===== src/rtl/rgb_frame_sink_if.sv =====
// Bundle for rgb_frame_sink: the pixel input from the pipeline, the tagged
// valid/ready output stream, and the FIFO/frame status signals.
interface rgb_frame_sink_if #(
   parameter int ADDR_WIDTH = 6
);
   // pixel input from the processing pipeline (no backpressure)
   logic                new_frame;
   logic                pix_valid;
   logic [7:0]          r;
   logic [7:0]          g;
   logic [7:0]          b;

   // tagged output stream
   logic [23:0]         data;
   logic [15:0]         x;
   logic [15:0]         y;
   logic                sof;
   logic                eol;
   logic                eof;
   logic                valid;
   logic                ready;

   // status
   logic [ADDR_WIDTH:0] level;
   logic                overflow;
   logic                frame_err;
   logic                frame_done;
   logic [15:0]         frame_cnt;

   modport master (
      output new_frame, pix_valid, r, g, b, ready,
      input  data, x, y, sof, eol, eof, valid,
      input  level, overflow, frame_err, frame_done, frame_cnt
   );

   modport slave (
      input  new_frame, pix_valid, r, g, b, ready,
      output data, x, y, sof, eol, eof, valid,
      output level, overflow, frame_err, frame_done, frame_cnt
   );
endinterface


===== src/rtl/rgb_frame_sink.sv =====
// Frame sink: tags incoming RGB pixels with raster position and frame flags,
// buffers them in a FIFO and presents them on a registered valid/ready stream.
module rgb_frame_sink #(
   parameter int WIDTH      = 320,
   parameter int HEIGHT     = 240,
   parameter int FIFO_DEPTH = 64,
   parameter int ADDR_WIDTH = 6
) (
   input logic             clk,
   input logic             reset,
   rgb_frame_sink_if.slave bus
);

   typedef enum logic {
      IDLE,
      ACTIVE
   } state_t;

   typedef struct packed {
      logic [23:0] data;
      logic [15:0] x;
      logic [15:0] y;
      logic        sof;
      logic        eol;
      logic        eof;
   } entry_t;

   localparam logic [15:0]         X_LAST  = 16'(WIDTH - 1);
   localparam logic [15:0]         Y_LAST  = 16'(HEIGHT - 1);
   localparam logic [ADDR_WIDTH:0] LVL_MAX = (ADDR_WIDTH + 1)'(FIFO_DEPTH);
   localparam logic [ADDR_WIDTH-1:0] PTR_ONE = ADDR_WIDTH'(1);

   // write side
   state_t          state_q, state_d;
   logic [15:0]     x_q, x_d;
   logic [15:0]     y_q, y_d;
   logic [15:0]     cur_x, cur_y;
   logic            err_set;
   logic            wr_en;
   logic            drop;
   entry_t          wr_entry;

   // storage and read side
   entry_t                mem [FIFO_DEPTH];
   logic [ADDR_WIDTH-1:0] wr_ptr_q;
   logic [ADDR_WIDTH-1:0] rd_ptr_q;
   logic [ADDR_WIDTH:0]   level_q;
   logic [ADDR_WIDTH:0]   mem_cnt;
   logic                  full;
   logic                  xfer;
   logic                  load;
   entry_t                out_q;
   logic                  out_valid_q;

   // status
   logic                  overflow_q;
   logic                  frame_err_q;
   logic                  frame_done_q;
   logic [15:0]           frame_cnt_q;

   assign xfer    = out_valid_q && bus.ready;
   assign full    = (level_q == LVL_MAX);
   // entries still in the array, i.e. not yet in the output register
   assign mem_cnt = level_q - {{ADDR_WIDTH{1'b0}}, out_valid_q};
   assign load    = (!out_valid_q || xfer) && (mem_cnt != '0);
   // a read in the same cycle frees a slot, so a full FIFO can still accept
   assign wr_en   = bus.pix_valid && (!full || xfer);
   assign drop    = bus.pix_valid && !wr_en;

   // NOTE: every output of this block gets a default first so no latch is inferred.
   always_comb begin
      state_d  = state_q;
      cur_x    = x_q;
      cur_y    = y_q;
      err_set  = 1'b0;
      wr_entry = '0;

      // newFrame is applied before the pixel of the same cycle
      if (bus.new_frame) begin
         if (state_q == ACTIVE && (x_q != '0 || y_q != '0)) begin
            err_set = 1'b1;
            state_d = IDLE;
         end
         cur_x = '0;
         cur_y = '0;
      end

      x_d = cur_x;
      y_d = cur_y;

      wr_entry.data = {bus.r, bus.g, bus.b};
      wr_entry.x    = cur_x;
      wr_entry.y    = cur_y;
      wr_entry.sof  = (cur_x == '0) && (cur_y == '0);
      wr_entry.eol  = (cur_x == X_LAST);
      wr_entry.eof  = (cur_x == X_LAST) && (cur_y == Y_LAST);

      // dropped pixels leave the coordinates for the next accepted pixel
      if (wr_en) begin
         if (wr_entry.eof) begin
            state_d = IDLE;
            x_d     = '0;
            y_d     = '0;
         end else begin
            state_d = ACTIVE;
            if (wr_entry.eol) begin
               x_d = '0;
               y_d = cur_y + 16'd1;
            end else begin
               x_d = cur_x + 16'd1;
            end
         end
      end
   end

   // NOTE: sequential state uses non-blocking assignments only.
   always_ff @(posedge clk) begin
      if (reset) begin
         state_q <= IDLE;
         x_q     <= '0;
         y_q     <= '0;
      end else begin
         state_q <= state_d;
         x_q     <= x_d;
         y_q     <= y_d;
      end
   end

   // NOTE: the array is not reset; validity is tracked by the pointers and level.
   always_ff @(posedge clk) begin
      if (wr_en) mem[wr_ptr_q] <= wr_entry;
   end

   always_ff @(posedge clk) begin
      if (reset) begin
         wr_ptr_q     <= '0;
         rd_ptr_q     <= '0;
         level_q      <= '0;
         out_q        <= '0;
         out_valid_q  <= 1'b0;
         overflow_q   <= 1'b0;
         frame_err_q  <= 1'b0;
         frame_done_q <= 1'b0;
         frame_cnt_q  <= '0;
      end else begin
         if (wr_en) wr_ptr_q <= wr_ptr_q + PTR_ONE;
         if (load)  rd_ptr_q <= rd_ptr_q + PTR_ONE;

         case ({wr_en, xfer})
            2'b10:   level_q <= level_q + 1'b1;
            2'b01:   level_q <= level_q - 1'b1;
            default: level_q <= level_q;
         endcase

         // the output register refills on the same edge it is emptied
         if (load) begin
            out_q       <= mem[rd_ptr_q];
            out_valid_q <= 1'b1;
         end else if (xfer) begin
            out_valid_q <= 1'b0;
         end

         frame_done_q <= xfer && out_q.eof;
         if (xfer && out_q.eof) frame_cnt_q <= frame_cnt_q + 16'd1;

         if (drop)    overflow_q  <= 1'b1;
         if (err_set) frame_err_q <= 1'b1;
      end
   end

   assign bus.data       = out_q.data;
   assign bus.x          = out_q.x;
   assign bus.y          = out_q.y;
   assign bus.sof        = out_q.sof;
   assign bus.eol        = out_q.eol;
   assign bus.eof        = out_q.eof;
   assign bus.valid      = out_valid_q;
   assign bus.level      = level_q;
   assign bus.overflow   = overflow_q;
   assign bus.frame_err  = frame_err_q;
   assign bus.frame_done = frame_done_q;
   assign bus.frame_cnt  = frame_cnt_q;

endmodule


===== src/flat_wrapper.sv =====
// flat-port wrapper written by rule: the top's interface ports become plain ports
module rgb_frame_sink_flat 
#(
   parameter int WIDTH      = 320,
   parameter int HEIGHT     = 240,
   parameter int FIFO_DEPTH = 64,
   parameter int ADDR_WIDTH = 6
)
  (clk, reset, bus_new_frame, bus_pix_valid, bus_r, bus_g, bus_b, bus_ready, bus_data, bus_x, bus_y, bus_sof, bus_eol, bus_eof, bus_valid, bus_level, bus_overflow, bus_frame_err, bus_frame_done, bus_frame_cnt);
  rgb_frame_sink_if #(.ADDR_WIDTH(ADDR_WIDTH)) bus_i ();
  input logic clk;
  input logic reset;
  input wire logic [$bits(bus_i.new_frame)-1:0] bus_new_frame;
  input wire logic [$bits(bus_i.pix_valid)-1:0] bus_pix_valid;
  input wire logic [$bits(bus_i.r)-1:0] bus_r;
  input wire logic [$bits(bus_i.g)-1:0] bus_g;
  input wire logic [$bits(bus_i.b)-1:0] bus_b;
  input wire logic [$bits(bus_i.ready)-1:0] bus_ready;
  output wire logic [$bits(bus_i.data)-1:0] bus_data;
  output wire logic [$bits(bus_i.x)-1:0] bus_x;
  output wire logic [$bits(bus_i.y)-1:0] bus_y;
  output wire logic [$bits(bus_i.sof)-1:0] bus_sof;
  output wire logic [$bits(bus_i.eol)-1:0] bus_eol;
  output wire logic [$bits(bus_i.eof)-1:0] bus_eof;
  output wire logic [$bits(bus_i.valid)-1:0] bus_valid;
  output wire logic [$bits(bus_i.level)-1:0] bus_level;
  output wire logic [$bits(bus_i.overflow)-1:0] bus_overflow;
  output wire logic [$bits(bus_i.frame_err)-1:0] bus_frame_err;
  output wire logic [$bits(bus_i.frame_done)-1:0] bus_frame_done;
  output wire logic [$bits(bus_i.frame_cnt)-1:0] bus_frame_cnt;
  assign bus_i.new_frame = bus_new_frame;
  assign bus_i.pix_valid = bus_pix_valid;
  assign bus_i.r = bus_r;
  assign bus_i.g = bus_g;
  assign bus_i.b = bus_b;
  assign bus_i.ready = bus_ready;
  assign bus_data = bus_i.data;
  assign bus_x = bus_i.x;
  assign bus_y = bus_i.y;
  assign bus_sof = bus_i.sof;
  assign bus_eol = bus_i.eol;
  assign bus_eof = bus_i.eof;
  assign bus_valid = bus_i.valid;
  assign bus_level = bus_i.level;
  assign bus_overflow = bus_i.overflow;
  assign bus_frame_err = bus_i.frame_err;
  assign bus_frame_done = bus_i.frame_done;
  assign bus_frame_cnt = bus_i.frame_cnt;
  rgb_frame_sink #(.WIDTH(WIDTH), .HEIGHT(HEIGHT), .FIFO_DEPTH(FIFO_DEPTH), .ADDR_WIDTH(ADDR_WIDTH)) u_core (.clk(clk), .reset(reset), .bus(bus_i));
endmodule

===== config.mk =====
export PLATFORM = sky130hd
export DESIGN_NAME = rgb_frame_sink_flat
export DESIGN_NICKNAME = d
export VERILOG_FILES = /design/src/rtl/rgb_frame_sink_if.sv /design/src/rtl/rgb_frame_sink.sv /design/src/flat_wrapper.sv
export SDC_FILE = /design/constraint.sdc
export NUM_CORES = 2
export LEC_CHECK = 0
export CAP_MARGIN = 25
export CORE_AREA = 2 2 1001 604
export DETAILED_ROUTE_END_ITERATION = 16
export DIE_AREA = 0 0 1003 606
export PLACE_DENSITY_LB_ADDON = 0.2
export SKIP_CTS_REPAIR_TIMING = 1
export SLEW_MARGIN = 10
export SYNTH_ARGS = -nofsm -noshare
export SYNTH_HDL_FRONTEND = slang
export SYNTH_SLANG_ARGS = --single-unit

===== constraint.sdc =====
create_clock -name clk -period 11.25 [get_ports clk]
set_input_delay 1.6875 -clock clk [delete_from_list [all_inputs] [get_ports clk]]
set_output_delay 1.6875 -clock clk [all_outputs]
set_load 0.05 [all_outputs]

==> results.md <==
- Row count: 221
- Placement Setup Slack: 4810 ps
- First-pass GRT wire length: 686 mm
- Gpl congestion: 0.789
- Root Buffer: clkbuf_16
- First DRT Iteration DRCs: 10.4k
- Clk pin slew, worst setup/hold paths: 60 ps
- Die height: 606 um
- Via density: 4.83
- Starting Density: 0.249
- Finished Cell Area: 174000 um^2
- Critical path type: in2reg
- Synth async-reset ratio: 0
- LEAKAGE: 50.6 nW
- Area growth syn-to-layout: 16.6%
- Die width: 1.00 mm
- Most used cell, CP: buf_4
- Setup crit end kind: flop
- Core footprint: 600000 um^2
- DRC Markers: 0
- TritonCTS Buffers: 376
- GRT Total Usage: 0.165
- Clk sink count: 3907
- Number of flops mapped to enable cells by yosys: 3776
- Largest family of logic cells by synthesized area: multiplexers
- H-Tree Depth: 5
- Routed wire per std cell: 33.0 um
- Setup crit start kind: primary input
- TritonCTS clock tree: done
- Worst-Skew Late Latency: 940 ps
- Crit path max-delay family: buffers and inverters
- Dpl cell area: 162000 um^2
- Clock skew: 68.4 ps
- Synthesized area: 149000 um^2
- Dpl hpwl: 313 mm
- WP data arrival: 6040 ps
- Compound-cell area share of the yosys netlist: 0.0284
- FF-to-FF setup slack: 6200 ps
- Worst Hold Class: reg2reg
- Number of endpoints failing setup at the final stage: 0
- Slowest-stage cell, CP: nor3b_1
- Mux contribution to synthesized area: 0.157
- Post-synthesis xor/xnor area fraction: 0.00299
- Post-layout nets: 7367
- Final min period: 5420 ps
- Initial antenna violation count: 55
- Simple-gate share of the synthesized area: 0.0190
- Syn nets: 6946
- Synth unique cells: 71
- Overflow after GRT: 0
- DR vias: 75.7k
- Final worst-path cycle share: 0.482
- Largest net degree at the start of global routing: 113
- Die area: 608000 um^2
- Cells after Synth: 6903
- Power Density: 207 nW/um^2
- Maximum vdd drop: 0.000168 V
- Critical Path RT: 11860 ps
- Worst slew margin: 0.122
- Slowest stage delay, CP: 750 ps
- Setup TNS: 0 ps
- Top FF cell, synth: edfxtp_1
- Vias in the first global route: 73.5k
- Share of cells above drive strength 1: 0.241
- Max FO, Critical Path: 66
- Worst-Margin Slew: 1320 ps
- Boundary pin count: 115
- F_max: 184 MHz
- CP bufs+invs: 5
- Max-cap violations: 0
- Port-buffer cells: 114
- Cell Chain, Critical Path: buf_4, nor2b_4, buf_4, ha_1, nand4_1, nor3b_1, and3_2, buf_4, inv_1, nor2_4, buf_4
- DRT Pass-1 Iters: 6
- Fin. Hold Viols: 0
- Syn Area/Cell: 21.6 um^2
- Max-slew violations: 0
- RSZ-0062 raised after global routing: no
- Syn. warnings: 0
- Register area share after synthesis: 0.778
- Final-layout fill cell count: 58.4k
- Final worst slack: 5830 ps
- Total wire length: 518 mm
- Synth Area in Adders: 0.00122
- Post-layout util: 0.290
- Seq cells post-synth: 3907
- Status: finished, final reports clean
- Antenna violation net count after detailed routing: 0
- CTS max path bufs: 4
==> synth_stat cells, types with 19 or more instances <==
cell type | instances | area share
a2111oi_0 | 27 | 0.0016
a211oi_1 | 31 | 0.0016
a21oi_1 | 92 | 0.0031
a22o_1 | 19 | 0.0011
a22oi_1 | 84 | 0.0042
buf_1 | 34 | 0.00086
buf_2 | 131 | 0.0044
buf_4 | 60 | 0.0030
buf_6 | 20 | 0.0015
clkbuf_1 | 136 | 0.0034
dfxtp_1 | 131 | 0.018
edfxtp_1 | 3776 | 0.76
inv_1 | 21 | 0.00053
mux2_2 | 25 | 0.0019
mux2i_1 | 492 | 0.033
mux4_2 | 809 | 0.12
nand2_1 | 121 | 0.0030
nand3_1 | 78 | 0.0026
nand4_1 | 20 | 0.00084
nor2_1 | 179 | 0.0045
nor2b_1 | 39 | 0.0016
nor3_1 | 56 | 0.0019
o21ai_0 | 87 | 0.0029
o221ai_1 | 60 | 0.0035
o22ai_1 | 128 | 0.0054
xnor2_1 | 22 | 0.0013
xor2_1 | 29 | 0.0017
==> through the flow <==
| stage | power, W | instances | hold slack [ps] |
|---|---|---|---|
| 6_report | 0.0360 | 15678 | 478 |
| 5_1_grt | 0.0372 | 15662 | 486 |
| 4_1_cts | 0.0364 | 15647 | 480 |
| 3_5_place_dp | 0.0239 | 14962 | 465 |
| 3_3_place_gp | 0.0239 | 14947 | 475 |
| 2_1_floorplan | 0.0210 | 6903 | 457 |
==> cell families after synthesis <==
group | count (synthesis)
and+or+nand+nor | 586
DFF | 3907
xor gates and xnor gates | 51
buffers and inverters | 403
muxes | 1326
adders and majority gates | 14
AOI/OAI and AO/OA | 616
==> worst reg2reg max path, delay by kind of cell (launching register included) <==
family	cells	cell delay [ps]
mux	1	1070
flops	1	820
buf+inv	2	1750
simple gates	3	680
compound gates	2	600
==> where the power goes <==
part / total, W / internal (W) / leakage, nW / switching [W]
Sequential: 0.0163 / 0.0160 / 34.7 / 0.000279
Combinational: 0.00717 / 0.00271 / 10.1 / 0.00446
Clock: 0.0126 / 0.00692 / 5.81 / 0.00566
==> state kept, by name, summed over array words and instances, names as in the netlist <==
name	count
u_core.bus.frame_cnt	16
u_core.wr_ptr_q	6
u_core.bus.valid	1
u_core.bus.level	7
u_core.rd_ptr_q	6
u_core.x_q	16
u_core.bus.sof	1
u_core.bus.data	24
u_core.bus.y	16
u_core.bus.x	16
u_core.y_q	16
u_core.bus.eof	1
u_core.bus.overflow	1
u_core.bus.eol	1
u_core.state_q	1
u_core.bus.frame_done	1
u_core.mem	3776
u_core.bus.frame_err	1
==> area by class of cell <==
cell class | instances | area (um^2) | share of cell area
flip-flops and latches | 3907 | 116000 | 0.667
clock buffers | 487 | 10100 | 0.0580
clock inverters | 198 | 1780 | 0.0102
well taps | 8028 | 10000 | 0.0578
diodes | 19 | 47.5 | 0.000273
repair buffers | 424 | 3810 | 0.0219
inverters | 22 | 92.6 | 0.000532
multi-input cells | 2593 | 32000 | 0.184
==> routing by layer <==
metal | share of wire | GRT usage | vias to the layer above
met3 | 0.085 | 0.0390 | 463
li1 | - | - | 29981
met1 | 0.48 | 0.255 | 42107
met5 | 0.000039 | 0 | -
met2 | 0.42 | 0.239 | 3190
met4 | 0.014 | 0.0218 | 4
==> final timing paths <==
path / to / depth (start not counted) / from
max: u_core.mem[1][0] / 11 / bus_new_frame
min: u_core.bus.y[14] / 2 / u_core.bus.y[14]
max reg2reg: u_core.bus.data[5] / 8 / u_core.rd_ptr_q[1]
min reg2reg: u_core.bus.y[14] / 2 / u_core.bus.y[14]
==> layout by cell type, fill, tap and decap left out, types with 17 or more instances in the layout <==
master / synthesis / routed
o22ai_1: 128 / 128
clkbuf_1: 136 / 92
nand3_1: 78 / 78
dfxtp_1: 131 / 126
o221ai_1: 60 / 60
nand2_1: 121 / 121
mux4_2: 809 / 809
clkinv_2: 0 / 75
a211oi_1: 31 / 28
xnor2_1: 22 / 22
bufinv_16: 0 / 25
clkdlybuf4s50_1: 0 / 88
mux2i_1: 492 / 491
a22oi_1: 84 / 84
nor2_4: 1 / 74
buf_12: 0 / 21
o21ai_0: 87 / 74
diode_2: 0 / 19
a21oi_1: 92 / 92
inv_1: 21 / 17
clkinv_1: 0 / 64
buf_4: 60 / 291
nor2b_4: 0 / 30
xor2_1: 29 / 29
nand4_1: 20 / 20
mux2_2: 25 / 25
nor2_1: 179 / 108
edfxtp_1: 3776 / 3776
a221oi_1: 18 / 18
clkbuf_16: 0 / 382
nor3_1: 56 / 55
a22o_1: 19 / 19
No activity file was read; power rests on OpenSTA's default activity.
